[config.mk]
export PLATFORM = sky130hd
export DESIGN_NAME = can_frame_tracker
export DESIGN_NICKNAME = d
export VERILOG_FILES = /design/src/rtl/can_frame_tracker.sv
export SDC_FILE = /design/constraint.sdc
export NUM_CORES = 1
export LEC_CHECK = 0
export CORE_AREA = 2 2 170 105
export CTS_CLUSTER_SIZE = 24
export DETAILED_ROUTE_END_ITERATION = 8
export DIE_AREA = 0 0 172 107
export GPL_TIMING_DRIVEN = 0
export HOLD_SLACK_MARGIN = 0.05
export PLACE_DENSITY_LB_ADDON = 0.05
export SLEW_MARGIN = 30
export SYNTH_ARGS = -nofsm -noshare
export SYNTH_HDL_FRONTEND = slang
export SYNTH_SLANG_ARGS = --single-unit
[constraint.sdc]
create_clock -name SP -period 11.05 [get_ports SP]
set_input_delay 1.6575 -clock SP [delete_from_list [all_inputs] [get_ports SP]]
set_output_delay 1.6575 -clock SP [all_outputs]
set_load 0.02 [all_outputs]
[src/rtl/can_frame_tracker.sv]
// Receive-side CAN frame sequencer, clocked on the bit sample point. It handles bus integration,
// SOF detection, destuffing and field capture up to the EOF and intermission window.
module can_frame_tracker #(
    parameter int IDLE_BITS = 11,
    parameter int EOF_BITS  = 7,
    parameter int IFS_BITS  = 3
) (
    input  logic        SP,
    input  logic        reset,
    input  logic        RX,
    output logic        EOF_Flag,
    output logic [28:0] ID,
    output logic        IDE,
    output logic        RTR,
    output logic [3:0]  DLC,
    output logic [63:0] Data,
    output logic [14:0] CRC_Rx,
    output logic        Frame_Done,
    output logic        Stuff_Error,
    output logic        Form_Error
);
    typedef enum logic [4:0] {
        ST_INTEGRATE, ST_IDLE, ST_IDA, ST_SRR, ST_IDE, ST_IDB, ST_RTR, ST_R1, ST_R0,
        ST_DLC, ST_DATA, ST_CRC, ST_CRC_DEL, ST_ACK_SLOT, ST_ACK_DEL, ST_EOF, ST_IFS,
        ST_ERR_WAIT
    } state_t;

    localparam logic [4:0] IDLE_LAST = 5'(IDLE_BITS - 1);
    localparam logic [4:0] EOF_LAST  = 5'(EOF_BITS - 1);
    localparam logic [4:0] IFS_LAST  = 5'(IFS_BITS - 1);

    state_t      state_r, state_s;
    logic [4:0]  cnt_r, cnt_s;
    logic [2:0]  run_r, run_s;
    logic        last_r, last_s;
    logic [6:0]  data_left_r, data_left_s;
    logic [28:0] id_r, id_s;
    logic        ide_r, ide_s;
    logic        rtr_r, rtr_s;
    logic [3:0]  dlc_r, dlc_s;
    logic [63:0] data_r, data_s;
    logic [14:0] crc_r, crc_s;
    logic        eof_flag_r, eof_flag_s;
    logic        frame_done_r, frame_done_s;
    logic        stuff_err_r, stuff_err_s;
    logic        form_err_r, form_err_s;
    logic        in_stuff_s;
    logic        deliver_s;
    logic        sof_s;

    assign EOF_Flag    = eof_flag_r;
    assign ID          = id_r;
    assign IDE         = ide_r;
    assign RTR         = rtr_r;
    assign DLC         = dlc_r;
    assign Data        = data_r;
    assign CRC_Rx      = crc_r;
    assign Frame_Done  = frame_done_r;
    assign Stuff_Error = stuff_err_r;
    assign Form_Error  = form_err_r;

    // Next-state, destuffing and field capture for one sampled bit
    always_comb begin
        state_s      = state_r;
        cnt_s        = cnt_r;
        run_s        = run_r;
        last_s       = last_r;
        data_left_s  = data_left_r;
        id_s         = id_r;
        ide_s        = ide_r;
        rtr_s        = rtr_r;
        dlc_s        = dlc_r;
        data_s       = data_r;
        crc_s        = crc_r;
        eof_flag_s   = eof_flag_r;
        frame_done_s = 1'b0;
        stuff_err_s  = stuff_err_r;
        form_err_s   = form_err_r;
        deliver_s    = 1'b1;
        sof_s        = 1'b0;

        // A stuff bit can still be pending right after the last CRC bit
        in_stuff_s = (state_r inside {ST_IDA, ST_SRR, ST_IDE, ST_IDB, ST_RTR, ST_R1, ST_R0,
                                      ST_DLC, ST_DATA, ST_CRC})
                     || ((state_r == ST_CRC_DEL) && (run_r == 3'd5));

        if (in_stuff_s) begin
            if (run_r == 3'd5) begin
                deliver_s = 1'b0;
                if (RX != last_r) begin
                    run_s  = 3'd1;
                    last_s = RX;
                end else begin
                    stuff_err_s = 1'b0;
                    eof_flag_s  = 1'b1;
                    cnt_s       = 5'd0;
                    state_s     = ST_ERR_WAIT;
                end
            end else if (RX == last_r) begin
                run_s = (run_r == 3'd7) ? 3'd7 : run_r + 3'd1;
            end else begin
                run_s  = 3'd1;
                last_s = RX;
            end
        end else begin
            run_s = run_r;
        end

        if (deliver_s) begin
            case (state_r)
                ST_INTEGRATE, ST_ERR_WAIT: begin
                    eof_flag_s = 1'b1;
                    if (!RX) begin
                        cnt_s = 5'd0;
                    end else if (cnt_r == IDLE_LAST) begin
                        cnt_s   = 5'd0;
                        state_s = ST_IDLE;
                    end else begin
                        cnt_s = cnt_r + 5'd1;
                    end
                end
                ST_IDLE: begin
                    sof_s = ~RX;
                end
                ST_IDA: begin
                    id_s = {id_r[27:0], RX};
                    if (cnt_r == 5'd10) begin
                        cnt_s   = 5'd0;
                        state_s = ST_SRR;
                    end else begin
                        cnt_s = cnt_r + 5'd1;
                    end
                end
                ST_SRR: begin
                    rtr_s   = RX;
                    state_s = ST_IDE;
                end
                ST_IDE: begin
                    ide_s   = RX;
                    cnt_s   = 5'd0;
                    state_s = RX ? ST_IDB : ST_R0;
                end
                ST_IDB: begin
                    id_s = {id_r[27:0], RX};
                    if (cnt_r == 5'd17) begin
                        cnt_s   = 5'd0;
                        state_s = ST_RTR;
                    end else begin
                        cnt_s = cnt_r + 5'd1;
                    end
                end
                ST_RTR: begin
                    rtr_s   = RX;
                    state_s = ST_R1;
                end
                ST_R1: begin
                    state_s = ST_R0;
                end
                ST_R0: begin
                    cnt_s   = 5'd0;
                    state_s = ST_DLC;
                end
                ST_DLC: begin
                    dlc_s = {dlc_r[2:0], RX};
                    if (cnt_r == 5'd3) begin
                        cnt_s = 5'd0;
                        if (rtr_r) begin
                            data_left_s = 7'd0;
                        end else if (dlc_s[3]) begin
                            data_left_s = 7'd64;
                        end else begin
                            data_left_s = {1'b0, dlc_s[2:0], 3'b000};
                        end
                        state_s = (data_left_s == 7'd0) ? ST_CRC : ST_DATA;
                    end else begin
                        cnt_s = cnt_r + 5'd1;
                    end
                end
                ST_DATA: begin
                    data_s      = {data_r[62:0], RX};
                    data_left_s = data_left_r - 7'd1;
                    if (data_left_r == 7'd1) begin
                        cnt_s   = 5'd0;
                        state_s = ST_CRC;
                    end else begin
                        state_s = ST_DATA;
                    end
                end
                ST_CRC: begin
                    crc_s = {crc_r[13:0], RX};
                    if (cnt_r == 5'd14) begin
                        cnt_s   = 5'd0;
                        state_s = ST_CRC_DEL;
                    end else begin
                        cnt_s = cnt_r + 5'd1;
                    end
                end
                ST_CRC_DEL: begin
                    if (RX) begin
                        state_s = ST_ACK_SLOT;
                    end else begin
                        form_err_s = 1'b0;
                        cnt_s      = 5'd0;
                        state_s    = ST_ERR_WAIT;
                    end
                end
                ST_ACK_SLOT: begin
                    state_s = ST_ACK_DEL;
                end
                ST_ACK_DEL: begin
                    cnt_s = 5'd0;
                    if (RX) begin
                        eof_flag_s = 1'b0;
                        state_s    = ST_EOF;
                    end else begin
                        form_err_s = 1'b0;
                        state_s    = ST_ERR_WAIT;
                    end
                end
                ST_EOF: begin
                    if (!RX) begin
                        form_err_s = 1'b0;
                    end else begin
                        form_err_s = form_err_r;
                    end
                    if (cnt_r == EOF_LAST) begin
                        eof_flag_s = 1'b1;
                        cnt_s      = 5'd0;
                        state_s    = ST_IFS;
                    end else begin
                        cnt_s = cnt_r + 5'd1;
                    end
                end
                ST_IFS: begin
                    if (!RX) begin
                        sof_s = 1'b1;
                    end else if (cnt_r == IFS_LAST) begin
                        frame_done_s = form_err_r;
                        cnt_s        = 5'd0;
                        state_s      = ST_IDLE;
                    end else begin
                        cnt_s = cnt_r + 5'd1;
                    end
                end
                default: begin
                    cnt_s   = 5'd0;
                    state_s = ST_INTEGRATE;
                end
            endcase
        end else begin
            frame_done_s = 1'b0;
        end

        // An accepted SOF counts as the first bit of a dominant run
        if (sof_s) begin
            id_s        = 29'd0;
            data_s      = 64'd0;
            crc_s       = 15'd0;
            stuff_err_s = 1'b1;
            form_err_s  = 1'b1;
            run_s       = 3'd1;
            last_s      = 1'b0;
            cnt_s       = 5'd0;
            state_s     = ST_IDA;
        end else begin
            last_s = last_s;
        end
    end

    // State and output registers
    always_ff @(posedge SP or posedge reset) begin
        if (reset) begin
            state_r      <= ST_INTEGRATE;
            cnt_r        <= 5'd0;
            run_r        <= 3'd0;
            last_r       <= 1'b0;
            data_left_r  <= 7'd0;
            id_r         <= 29'd0;
            ide_r        <= 1'b0;
            rtr_r        <= 1'b0;
            dlc_r        <= 4'd0;
            data_r       <= 64'd0;
            crc_r        <= 15'd0;
            eof_flag_r   <= 1'b1;
            frame_done_r <= 1'b0;
            stuff_err_r  <= 1'b1;
            form_err_r   <= 1'b1;
        end else begin
            state_r      <= state_s;
            cnt_r        <= cnt_s;
            run_r        <= run_s;
            last_r       <= last_s;
            data_left_r  <= data_left_s;
            id_r         <= id_s;
            ide_r        <= ide_s;
            rtr_r        <= rtr_s;
            dlc_r        <= dlc_s;
            data_r       <= data_s;
            crc_r        <= crc_s;
            eof_flag_r   <= eof_flag_s;
            frame_done_r <= frame_done_s;
            stuff_err_r  <= stuff_err_s;
            form_err_r   <= form_err_s;
        end
    end
endmodule

---- After elaboration in Yosys (flattened, before gate mapping) ----
Cells that the tools add are included.
cells by class
  reduce and logical (&&, ||, !) cells .... 29
  bitwise operators ....................... 1
  mux-type cells .......................... 87
  $add $sub $neg .......................... 3
  eq/ne operators ......................... 33
operators with widths
  kind                                                                    number
  64-bit 2-to-1 mux                                                       3
  5-bit 2-to-1 mux                                                        31
  29-bit 2-to-1 mux                                                       3
  5-bit case mux with 17 select lines                                     1
  5-bit by 4-bit equality test with 1-bit output (second input constant)  10
  5-bit case mux with 10 select lines                                     1
  15-bit 2-to-1 mux                                                       3
  7-bit 2-to-1 mux                                                        6
  1-bit 2-to-1 mux                                                        29
  5-bit by 3-bit equality test with 1-bit output (second input constant)  5
  5-bit by 2-bit equality test with 1-bit output (second input constant)  4
  3-bit 2-to-1 mux                                                        6
  2-bit nonzero test                                                      8
  5-bit equality test (second input constant)                             3
  7-bit case mux with 2 select lines                                      1
  2-bit AND reduction                                                     7
  3-bit AND reduction                                                     4
  10-bit nonzero test                                                     1
  7-bit by 1-bit equality test with 1-bit output (second input constant)  1
  7-bit logical NOT                                                       1
  7-bit by 1-bit subtractor with 7-bit output (second input constant)     1
  3-bit equality test (second input constant)                             2
  2-bit OR reduction                                                      3
  5-bit by 1-bit adder with 5-bit output (second input constant)          1
  17 further kinds                                                        18
word-level totals
  output and inout bits ................... 118
  register bits ........................... 139
  input bits .............................. 3

---- Depth between registers and ports, before layout ----
Gate-level depths: netlist of the first run.
  word-level depth ........................ 11
  gate-level depth with buffers ........... 9
  mapped depth without buffers ............ 8

---- Worst setup path before layout of the first run ----
No wires, ideal clock.
  path type ............................... input to register
  start point ............................. input port RX
  end point ............................... register run_r[0]
  arrival time ............................ 3019 ps
  slack ................................... 7891 ps
  data required time ...................... 10910 ps
  library setup time ...................... 140 ps
  stages on the path ...................... 6
  path buffers ............................ 1
  cells stage by stage .................... buf_4 xnor2_1 and2_1 nor4_1 and3_1 o21ai_0
between the ends
  word-level cells in the longest chain between the ends .. 5
  elaborated cells between the ends (all ways) .. 13
  those cells by class .................... eq/ne (3); mux (7); bitwise (1); reduce/logical (2)
ends and longest elaborated chain
  what                                                                                      RTL line  source
  from (decl)                                                                               10        input logic RX,
  1-bit 2-to-1 mux, or another cell as far along                                            235       if (!RX) begin
  1-bit case mux with 2 select lines / 3-bit 2-to-1 mux (equally long branches)             110, 99
  1-bit 2-to-1 mux / 3-bit 2-to-1 mux (equally long branches)                               109, 88
  3-bit by 2-bit inequality test with 1-bit output (no line), or another cell as far along  n/a
  2-bit AND reduction (no line) / 3-bit 2-to-1 mux (equally long branches)                  n/a
  to (signal assigned)                                                                      291       run_r <= run_s;
  to (decl)                                                                                 34        logic [2:0] run_r, run_s;
Parallel ways exist; a longest one is shown, timed or not. The select of a mux whose other input is x is not followed.
A chain may end at the register's enable or synchronous reset.

---- Worst setup path after layout of the first run ----
  start point ............................. input port RX
  end point ............................... register state_r[0]
between the ends
  word-level cells in the longest chain between the ends .. 11
  elaborated cells between the ends (all ways) .. 28
  those cells by class .................... eq/ne (1); mux (25); bitwise (1); reduce/logical (1)
ends and longest elaborated chain
  what                                 RTL line  source
  7-bit 2-to-1 mux                     169       end else if (dlc_s[3]) begin
  7-bit 2-to-1 mux                     167       if (rtr_r) begin
  7-bit 2-to-1 mux                     165       if (cnt_r == 5'd3) begin
  7-bit 2-to-1 mux                     110       case (state_r)
  7-bit 2-to-1 mux                     109       if (deliver_s) begin
  7-bit logical NOT                    174       state_s = (data_left_s == 7'd0) ? ST_CRC : ST_DATA;
  1-bit 2-to-1 mux                     174
  5-bit 2-to-1 mux                     165
  5-bit case mux with 17 select lines  110
  5-bit 2-to-1 mux                     109
  5-bit 2-to-1 mux (*)                 255       if (sof_s) begin
  named net state_s[0]                 32        state_t state_r, state_s;
  to (signal assigned)                 289       state_r <= state_s;
  to (decl)                            32
The timed path passes the listed nets; every way through them passes the cells marked *. The select of a mux whose other input is x is not followed.

==> results of run 1 <==
## where the power goes
part	internal [mW]	total [mW]	switching [mW]	leakage, nW
combinational	0.513	1.21	0.695	1.75
clock	0.368	0.595	0.227	0.292
sequential	0.700	0.873	0.173	1.87
## flip-flops by register name, summed over array words and instances (netlist names), 3 cells and up
register / flops
CRC_Rx: 15
DLC: 4
Data: 64
ID: 29
cnt_r: 5
data_left_r: 7
run_r: 3
state_r: 5
## how the worst min path moves through the flow
stage	depth (start not counted)	start	endpoint
after global placement	2	Stuff_Error$_DFFE_PP1P_	Stuff_Error$_DFFE_PP1P_
after global routing	2	Stuff_Error$_DFFE_PP1P_	Stuff_Error$_DFFE_PP1P_
after floorplan	2	data_left_r[5]$_DFFE_PP0P_	data_left_r[5]$_DFFE_PP0P_
after CTS	2	Stuff_Error$_DFFE_PP1P_	Stuff_Error$_DFFE_PP1P_
after detailed placement	2	Stuff_Error$_DFFE_PP1P_	Stuff_Error$_DFFE_PP1P_
final	2	Stuff_Error$_DFFE_PP1P_	Stuff_Error$_DFFE_PP1P_
## logic make-up after synthesis
| kind of cell | count (synthesis) |
|---|---|
| XOR/XNOR | 3 |
| multiplexers | 34 |
| AND/OR/NAND/NOR | 322 |
| adder cells (fa/ha/maj) | 7 |
| flip-flops | 139 |
| AO/OA/AOI/OAI | 173 |
| buffers and inverters | 61 |
## through the flow
stage	setup slack (ns)	hold slack (ns)	utilization (%)
final	7.583	0.4701	52.34
after floorplan	5.673	0.4712	-
after global placement	3.725	0.4534	48.41
after global routing	7.510	0.4948	52.32
after detailed placement	6.971	0.4593	48.62
after CTS	7.405	0.4712	52.29
## cell usage in the layout, fill, tap and decap left out, types with 6 or more instances in the layout
cell type,count
nand2_1,190
dfrtp_1,136
clkdlybuf4s50_1,120
a21oi_1,105
nor2_1,49
mux2i_1,29
o21ai_0,28
buf_2,21
clkbuf_1,19
clkbuf_16,17
nand3_1,15
nor3_1,12
inv_1,9
buf_1,8
nor4_1,8
a211oi_1,8
ha_1,7
nand2b_1,6
## layout make-up
cell class,count,area [µm²],share of cell area (%)
repair buffers,121,1229,13.93
clock inverters,13,165.2,1.873
flip-flops and latches,139,3482,39.48
multi-input cells,539,2920,33.11
inverters,10,45.04,0.5107
plain buffers,51,230.2,2.610
well taps,234,292.8,3.320
clock buffers,19,452.9,5.135
diodes,1,2.502,0.02837
## critical path, delay by kind of cell
kind	cells	cell delay (ns)
AND/OR/NAND/NOR	1	0.14
AO/OA/AOI/OAI	4	0.75
buffers and inverters	3	1.19
## per-layer routing
layer	wire length [µm]	vias to the layer above	track usage [%]	part of all wire [%]
met4	291	0	7.623	1.5
met1	9646	2848	33.92	50
li1	-	2826	-	-
met5	0	-	0	0
met3	1781	27	6.903	9.3
met2	7512	261	28.46	39
==> metrics.txt, run 1 <==
run status completed; die area 18,400 µm²; crit-path max FO 10; CTS tree done; Final setup viols 0; final std cells w/o fill 1,127; Yosys warning count 0; synth-to-layout area growth 32.35%; vias per cell 5.290; Crit. End Element flop; syn_nets 749; post-synthesis compound-gate area fraction 15.15%; via total after detailed routing 5,962; Cell Chain, Critical Path clkdlybuf4s50_1 > buf_4 > clkbuf_1 > nor4_1 > o21ai_0 > o21ai_0 > a211oi_1 > o22ai_1; Post-Synth Simple-Gate Area 21.67%; Power Dens Cells 303.5 nW/µm²; GRT overflow 0; CTS buffer count 17; final hold viol count 0; Peak VDD IR 0.1391 mV; Post-Route WL 19.23 mm; final instance area 8820 µm²; Fmax 288.4 MHz; fill count 1,552; GP Congestion 0.9778; starting density of the core 39.55%; antenna violations before repair 1; post-synth top area share 51.07%; Post-Route Setup TNS 0 ns; Initial DRC Count 595; Final Slew Violations 0; postcts setup bufs 0; clk slew on worst S/H paths 0.06 ns; Global Route Usage Sum 22.01%; Placed Area 8193 µm²; Final nets 889; clock skew 0.008549 ns; Root Buffer clkbuf_16; H-Tree Depth 4; Worst EP arrival 3.72 ns; asr flop ratio synth 100.0%; DRC Markers 0; DIE HEIGHT 107 µm; overall power 2.676 mW; R2R setup slack 8.24 ns; Synth Area in XOR/XNOR 0.3943%; CP startpoint RX; clk_lat worst skew 0.42 ns; # resized after CTS 0; Seq cells post-synth 139; Seq/Total Area, Yosys 52.25%; IO Pins 121; worst setup path endpoint state_r[0]$_DFF_PP0_; core area 16,850 µm²; buffers from clock root to sink, at most 2; Slew @ Worst Pin 0.9083 ns; Synth area leader dfrtp_1; cell mode on critical path o21ai_0; vias in the first global route 5,814; RSZ-0062 raised after global routing false; number of library cell types mapped by synthesis 63; Lkg Pwr 3.911 nW; Die X-Extent 172 µm; ys flop type dfrtp_1; Worst path max stage delay 0.50 ns; worst hold path type reg -> reg; Worst Path Required 11.31 ns; drt pass-1 iters 5; cells after synthesis 739; hpwl dp 13.74 mm; Max-Slew Margin vs Limit 38.59%; count leader, synth nand2_1; pin count of the biggest net entering global routing 87; startpoint types primary input; Wirelength per Cell 17.06 µm; FF-to-FF End state_r[1]$_DFF_PP0_; largest family of logic cells by synthesized area simple AND/OR/NAND/NOR gates; placed cells 1,094; row count 37; Worst R2R Path Depth 8; first-pass GRT wire length 31.25 mm; synthesized area per cell 9.017 µm²; synthesized area 6664 µm²; Synth Area in Adders 1.314%; post-synthesis mux area share 5.201%; crit path kind in -> reg; TritonCTS Sinks 139; CP max stage cell clkbuf_1; min Tclk post-route 3.467 ns; final worst path period share 31.38%; EDFF count, synth 0; DRT antenna net count 0; # hold bufs at CTS 0; most frequent cells after synthesis nand2_1 (190), dfrtp_1 (136), a21oi_1 (105); Reg2Reg Launch Point cnt_r[0]$_DFF_PP0_; layout cell share with drive strength beyond 1 8.744%; number of max-cap violations 0; input/output buffers 120; Synth area leaders dfrtp_1 (51%), nand2_1 (11%), a21oi_1 (7.9%)
No activity file was read; power rests on OpenSTA's default activity.
==> inputs of run 2 (changes only) <==
==> constraint.sdc (replaced) <==
create_clock -name SP -period 2.8 [get_ports SP]
set_input_delay 0.42 -clock SP [delete_from_list [all_inputs] [get_ports SP]]
set_output_delay 0.42 -clock SP [all_outputs]
set_load 0.02 [all_outputs]
==> run 2 against run 1 <==
  * Critical path depth rose by 1
  * Clock skew grew 0.0033 ns
  * Worst hold slack lost 0.18 ns
==> metrics.txt, run 2 (synthesis results as in run 1) <==
run status completed; Wirelength per Cell 17.28 µm (+1.2%); drt pass-1 iters 5 (unchanged); vias in the first global route 5,663 (-2.6%); number of max-cap violations 0 (unchanged); TritonCTS Sinks 139 (unchanged); H-Tree Depth 4 (unchanged); register area 3482 µm² (unchanged); Lkg Pwr 3.962 nW (+1.3%); input/output buffers 120 (unchanged); via total after detailed routing 6,050 (+1.5%); NetSw 4.341 mW (+300%); Final Slew Violations 0 (unchanged); clock skew 0.01187 ns (+0.003323 ns); Slew @ Worst Pin 0.6841 ns (-0.2242 ns); Ant. Diodes 0 (-1); hpwl dp 14.16 mm (+3.0%); CTS tree done; P_int 6.247 mW (+290%); register share of total power 32.6% (about the same); pin count of the biggest net entering global routing 29 (-67%); postcts setup bufs 0 (unchanged); startpoint types flop; min Tclk post-route 2.717 ns; Worst EP arrival 3.01 ns (-0.71 ns); row count 37 (unchanged); worst hold margin 0.2893 ns (-0.1808 ns); Final WS setup 0.08266 ns (-7.500 ns); die area 18,400 µm² (unchanged); fill count 1,547 (-0.32%); starting density of the core 39.55% (unchanged); worst setup path endpoint cnt_r[2]$_DFF_PP0_; CTS buffer count 17 (unchanged); # hold bufs at CTS 0 (unchanged); clock group share of total power 22.0% (-0.2 points); Worst R2R Path Depth 9 (+1); antenna violations before repair 0 (-1); clk_lat worst skew 0.42 ns (about the same); crit-path max FO 10 (unchanged); overall power 10.59 mW (+300%); IO Pins 121 (unchanged); GP Congestion 0.9922 (+1.5%); Crit. End Element flop; Power Dens Cells 1184 nW/µm² (+290%); synth-to-layout area growth 34.25%; vias per cell 5.354 (+1.2%); DRT antenna net count 0 (unchanged); commonest cells after routing, fill and taps aside nand2_1 (190), dfrtp_1 (136), clkdlybuf4s50_1 (120); DRC Markers 0 (unchanged); crit path kind reg -> reg; Final nets 894 (+0.56%); Finished Core Util 53.09% (+0.75 points); Post-Route WL 19.52 mm (+1.5%); Final setup viols 0 (unchanged); final worst path period share 97.05%; RSZ-0062 raised after global routing false; FF-to-FF End cnt_r[2]$_DFF_PP0_; Root Buffer clkbuf_16; Die X-Extent 172 µm (unchanged); Max-Slew Margin vs Limit 53.97% (+15 points); buffers from clock root to sink, at most 2 (unchanged); core area 16,850 µm² (unchanged); area of the multi-input gates 2949 µm² (+0.99%); layout cell share with drive strength beyond 1 9.598% (+0.85 points); Post-Place Worst Slack -0.05274 ns (-7.024 ns); CP startpoint run_r[1]$_DFFE_PP0P_; Worst Path Required 3.09 ns (-8.22 ns); Peak VDD IR 0.5764 mV (+310%); R2R setup slack 0.08 ns (-8.16 ns); Largest register FFs 64 (unchanged); commonest non-fill, non-tap cell in the layout nand2_1; DIE HEIGHT 107 µm (unchanged); Global Route Usage Sum 22.14% (+0.13 points); worst hold path type in -> async; Sw Ratio 41.00% (+0.098 points); combinational share of power 45.4% (+0.3 points); Fmax 368.0 MHz; GRT overflow 0 (unchanged); final hold viol count 0 (unchanged); # resized after CTS 0 (unchanged); first-pass GRT wire length 31.48 mm (+0.73%); Reg2Reg Launch Point run_r[1]$_DFFE_PP0P_; clk slew on worst S/H paths 0.06 ns (about the same); Initial DRC Count 588 (-1.2%)
[run 2: worst min path at each step]
stage | startpoint | to | slack, ns | depth (start not counted)
after floorplan | data_left_r[5]$_DFFE_PP0P_ | data_left_r[5]$_DFFE_PP0P_ | 0.47 | 2
after global placement | Stuff_Error$_DFFE_PP1P_ | Stuff_Error$_DFFE_PP1P_ | 0.45 | 2
after detailed placement | Stuff_Error$_DFFE_PP1P_ | Stuff_Error$_DFFE_PP1P_ | 0.45 | 2
after CTS | reset | ID[15]$_DFFE_PP0P_ | 0.28 | 2
after global routing | reset | ID[21]$_DFFE_PP0P_ | 0.29 | 2
final | reset | ID[18]$_DFFE_PP0P_ | 0.29 | 2
[run 2: routing by layer]
layer  GRT usage (%)  wire length, µm
met3           7.272             1633
met1           34.82            10030
met5               0                0
met2           28.46             7700
met4           5.642              152
[run 2: per-stage QoR]
step / std cells / instance area (µm²) / setup TNS [ns]
2_1_floorplan: 739 / 6668 / 0
4_1_cts: 1130 / 8910 / 0
3_3_place_gp: 1093 / 8162 / -79.89
6_report: 1130 / 8946 / 0
3_5_place_dp: 1099 / 8304 / -0.06135
5_1_grt: 1130 / 8946 / 0
[run 2: cell type report]
cell class / instances / area share [%]
well taps: 234 / 3.273
repair buffers: 126 / 15.02
inverters: 10 / 0.4615
flip-flops and latches: 139 / 38.92
clock inverters: 12 / 1.818
clock buffers: 19 / 4.951
multi-input cells: 539 / 32.97
plain buffers: 51 / 2.587
[run 2: worst max-delay path, stage by stage, from the launching register on]
cell and delay, ns:
dfrtp_1 0.39, inv_1 0.06, ha_1 0.15, nand2_1 0.21, nor4_1 0.57, buf_2 0.34
nor2_1 0.15, o211ai_1 0.26, a21oi_1 0.12, a311o_1 0.33
[run 2: power groups by stage]
stage | clock network, mW | logic, mW | registers (mW)
after global placement | 0 | 4.67 | 3.43
after floorplan | 0 | 2.04 | 4.07
after global routing | 2.49 | 5.19 | 3.57
after CTS | 2.38 | 4.75 | 3.45
after detailed placement | 0 | 4.72 | 3.46
final | 2.33 | 4.81 | 3.45
==> edit 1 (settings of run 2) <==
Take the reset off `id_r` and load it in a clocked block of its own.
--- a/src/rtl/can_frame_tracker.sv
+++ b/src/rtl/can_frame_tracker.sv
@@ -276,5 +276,4 @@
             last_r       <= 1'b0;
             data_left_r  <= 7'd0;
-            id_r         <= 29'd0;
             ide_r        <= 1'b0;
             rtr_r        <= 1'b0;
@@ -292,5 +291,4 @@
             last_r       <= last_s;
             data_left_r  <= data_left_s;
-            id_r         <= id_s;
             ide_r        <= ide_s;
             rtr_r        <= rtr_s;
@@ -304,4 +302,8 @@
         end
     end
+
+    always_ff @(posedge SP) begin
+        id_r <= id_s;
+    end
 endmodule
 
Behaviour: same outputs for any inputs over 10 cycles, from zero or initial values and one cycle with reset high; that may be too few to reach the edited logic, so the function may still have changed.
==> edit 1 against run 2 <==
  * Worst setup slack gained 0.11 ns
  * Sequential cell count unchanged
  * Combinational power decreased by 4%
  * Power shrank 2.7%
  * Sequential power down 8.7%
  * Global-route usage is 1.4 points higher
  * Hold slack got worse by 0.020 ns
  * Wire length grew 5.9%
  * Die area unchanged
  * Clock power is 8% higher
  * Design area decreased by 1.8%
  * Area after synthesis decreased by 1.9%
==> edit 1: results (changes against run 2) <==
critical_path:
  arrival_ns: 2.89  # -0.12 ns
  crit_path_top_delay_cell: "clkbuf_1"
  reg2regPathDepth: 6  # -3
  cp_slowest_stage_delay_ns: 0.55  # -0.02 ns
  crit_family: "buffers and inverters"
synth:
  yosys_warnings: 0  # unchanged
  synth_xor_area_share_pct: 0.9380  # +0.54 points
  syn_avg_cell_area_um2: 8.467  # -6.1%
  synth_fp_nets: 782  # +4.4%
  seq_area_frac_synth_pct: 51.05  # -1.2 points
  yosysUniqueCellTypes: 65  # +3.2%
  muxShareOfSynthArea_pct: 1.168  # -4.0 points
  synth_common_cells: "nand2_1 (247), a21oi_1 (124), dfrtp_1 (107)"
  synth_compound_area_share_pct: 17.75  # +2.6 points
power:
  p_switching_mw: 4.305  # -0.82%
  peakVddDrop_mv: 0.5265  # -8.7%
placement:
  dp.cells: 1130  # +2.8%
  io_buffers: 120  # unchanged
  hpwl_um: 14820  # +4.7%
  place.gp.congestion: 0.9490  # -4.4%
  place_ws_ns: -0.1602  # -0.1075 ns
finish:
  final_cells: 1160  # +2.7%
  nets: 924  # +3.4%
  drive_gt1_share_pct: 9.395  # -0.20 points
detailed_routing:
  dr.pass1.iters: 7  # +2
  vias_per_cell: 5.295  # -1.1%
  route.detailed.drc: 0  # unchanged
  routed.top_layer: "met5"
  routed-wl-met3_um: 1876  # +15%
  dr_wl_met2_um: 8276  # +7.5%
  drtIter0Drc: 597  # +1.5%
  wl_met1_um: 10280  # +2.4%
grt:
  grt_util_all_layers_pct: 23.51  # +1.4 points
  first_global_vias: 5819  # +2.8%
  met1_usage_pct: 35.72  # +0.90 points
  met3_usage_pct: 7.715  # +0.44 points
  grt_start_max_net_pins: 30  # +3.4%
  grt_pass1_wl_um: 32890  # +4.5%
  antenna_found_initial: 1  # +1
  grtUsageMet2_pct: 31.30  # +2.8 points
timing:
  fin_skew_ns: 0.01122  # -0.0006522 ns
  worst_pin_slew_ns: 0.7982  # +0.1141 ns
status:
  outcome: "finished clean"
edit 1: worst paths after layout:
| check | from | end | slack, ns |
|---|---|---|---|
| min reg2reg | Stuff_Error | Stuff_Error | 0.46 |
| max | state_r[1] | Data[58] | 0.19 |
| max in group asynchronous | reset | Stuff_Error | 1.84 |
| min | reset | Data[48] | 0.27 |
| min in group SP | Stuff_Error | Stuff_Error | 0.46 |
| max reg2reg | state_r[1] | Data[58] | 0.19 |
edit 1: cells by family after synthesis:
family	after synthesis
AOI/OAI and AO/OA	198
xor gates and xnor gates	7
adders and majority gates	7
buffers and inverters	70
DFF	139
muxes	7
and+or+nand+nor	344
edit 1: stage by stage:
stage	instance area [um^2]	total power, mW	utilization, %
global placement	8034	7.680	47.68
detailed placement	8119	7.740	48.18
global route	8787	10.95	52.15
floorplan	6540	5.828	-
finish	8787	10.31	52.15
CTS	8761	10.30	51.99
edit 1: timing repair:
item                       in CTS  in global routing
setup endpoints to repair       0                 26
hold buffers                    0                  0
gates resized for setup         0                  5
edit 1: cell type report:
class | instances | area [um^2]
Fill cell | 1605 | 8064
Clock buffer | 18 | 429.2
Tap cell | 234 | 292.8
Inverter | 12 | 48.80
Sequential cell | 139 | 3337
Clock inverter | 13 | 212.7
Timing Repair Buffer | 124 | 1281
Multi-Input combinational cell | 563 | 2929
Buffer | 57 | 256.5
edit 1: power groups by stage:
stage | Combinational [mW] | Clock (mW) | Sequential [mW]
6_report | 4.64 | 2.51 | 3.15
3_3_place_gp | 4.54 | 0 | 3.14
2_1_floorplan | 2.15 | 0 | 3.68
5_1_grt | 5.05 | 2.65 | 3.26
4_1_cts | 4.60 | 2.55 | 3.15
3_5_place_dp | 4.57 | 0 | 3.17
==> edit 2 (settings of run 2) <==
Without the edit above. The parameter `IDLE_BITS` goes from 11 to 5.
--- a/src/rtl/can_frame_tracker.sv
+++ b/src/rtl/can_frame_tracker.sv
@@ -2,5 +2,5 @@
 // SOF detection, destuffing and field capture up to the EOF and intermission window.
 module can_frame_tracker #(
-    parameter int IDLE_BITS = 11,
+    parameter int IDLE_BITS = 5,
     parameter int EOF_BITS  = 7,
     parameter int IFS_BITS  = 3
Formal check against the unedited RTL: not equivalent (a bounded check fails within 10 cycles, from zero or initial values and one cycle with reset high).
==> edit 2 against run 2 <==
  * Power is 9.2% higher
  * Hold slack improved by 0.046 ns
  * Sequential cell count unchanged
  * Die area did not move
  * Fmax up 3.0%
  * Area after synthesis rose by 5.0%
  * Global-route usage is 0.94 points higher
  * Wire length up 3.3%
  * Synthesized cell count increased by 4.9%
  * Design area is 2.7% higher
  * Worst setup slack improved by 0.078 ns
  * First-iteration DRC count rose by 15%
==> edit 2: results (changes against run 2) <==
grt:
  grt_pass1_wl_um: 32600  # +3.6%
  grt_start_max_net_pins: 31  # +6.9%
  first_global_vias: 6001  # +6.0%
  grt_util_all_layers_pct: 23.08  # +0.94 points
synth:
  synthTopCellsByArea: "dfrtp_1 (49%), nand2_1 (11%), o21ai_0 (6.8%)"
  synth_common_cells: "nand2_1 (201), dfrtp_1 (136), o21ai_0 (95)"
  yosysUniqueCellTypes: 69  # +9.5%
  synth_fp_nets: 786  # +4.9%
  netlist_instances: 775  # +4.9%
placement:
  dp.cells: 1133  # +3.1%
  hpwl_um: 14660  # +3.6%
  place_ws_ns: 0.09763  # +0.1504 ns
  io_buffers: 119  # -0.83%
  place.gp.congestion: 0.9706  # -2.2%
detailed_routing:
  vias_per_cell: 5.349  # -0.10%
  dr.pass1.iters: 7  # +2
  route.vias.total: 6215  # +2.7%
critical_path:
  reg2regPathDepth: 7  # -2
  rrSetupSlack_ns: 0.16  # +0.08 ns
  path_max_fanout: 6  # -4
  r2r_start: "cnt_r[0]"
  worst_r2r_endpoint: "state_r[2]"
finish:
  drive_gt1_share_pct: 11.21  # +1.6 points
  fill_cells: 1554  # +0.45%
power:
  p_leak_nw: 3.892  # -1.8%
status:
  outcome: "finished clean"
timing:
  fin_skew_ns: 0.009250  # -0.002622 ns
## edit 2: changes by cell type after synthesis, sizes merged, moves of 5 or more
cell,before,now
nor4,10,5
a211oi,8,1
o21ai,29,106
nand4,0,10
clkbuf,20,28
nor2,49,23
nand2,190,211
nor3,15,7
a21oi,105,21
inv,10,43
## edit 2: power breakdown
part / total, mW / switching [mW] / internal (mW)
sequential: 3.64 / 0.750 / 2.89
combinational: 5.62 / 3.23 / 2.39
clock: 2.30 / 0.898 / 1.40
## edit 2: area by class of cell
| type | instances | area, um^2 | share of cell area [%] |
|---|---|---|---|
| clock inverters | 13 | 168.9 | 1.839 |
| clock buffers | 17 | 425.4 | 4.632 |
| flip-flops and latches | 139 | 3482 | 37.91 |
| plain buffers | 55 | 320.3 | 3.487 |
| repair buffers | 124 | 1299 | 14.14 |
| inverters | 43 | 165.2 | 1.798 |
| multi-input cells | 537 | 3032 | 33.01 |
| well taps | 234 | 292.8 | 3.188 |
## edit 2: repair_timing
action                                  CTS  global route
gates resized for setup                   0             1
endpoints found under the setup margin    0             1
hold endpoints to repair                  0             0
## edit 2: worst max-delay path by stage
stage	from	endpoint	slack (ns)	depth (start not counted)
2_1_floorplan	reset	CRC_Rx[0]	0.65	1
3_3_place_gp	reset	IDE	-0.59	2
5_1_grt	state_r[4]	cnt_r[3]	0.1	7
4_1_cts	state_r[4]	state_r[0]	0.22	7
6_report	cnt_r[0]	state_r[2]	0.16	7
3_5_place_dp	RX	Data[21]	0.1	7
## edit 2: logic make-up after synthesis
kind of cell | Yosys count | synth area share [%]
xor+xnor | 7 | 0.8766
compound gates | 176 | 15.30
flops | 139 | 49.79
simple gates | 312 | 20.70
fa+ha+maj | 8 | 1.431
mux | 34 | 4.973
buf+inv | 99 | 6.941
## edit 2: worst max-delay path, cell delays in order (launching register included)
cell       delay [ns]
dfrtp_1          0.44
inv_1            0.11
ha_1             0.31
or4b_2           0.72
nand3_1          0.13
a2bb2oi_1        0.09
nor3_1           0.49
a32oi_1          0.18
## edit 2: per-layer routing
layer / wire [um] / up-vias / GRT usage (%)
met2: 8126 / 244 / 31.67
met1: 9770 / 3018 / 33.62
met3: 2014 / 19 / 9.044
met4: 244 / 0 / 6.062
li1: - / 2934 / -
met5: 0 / - / 0
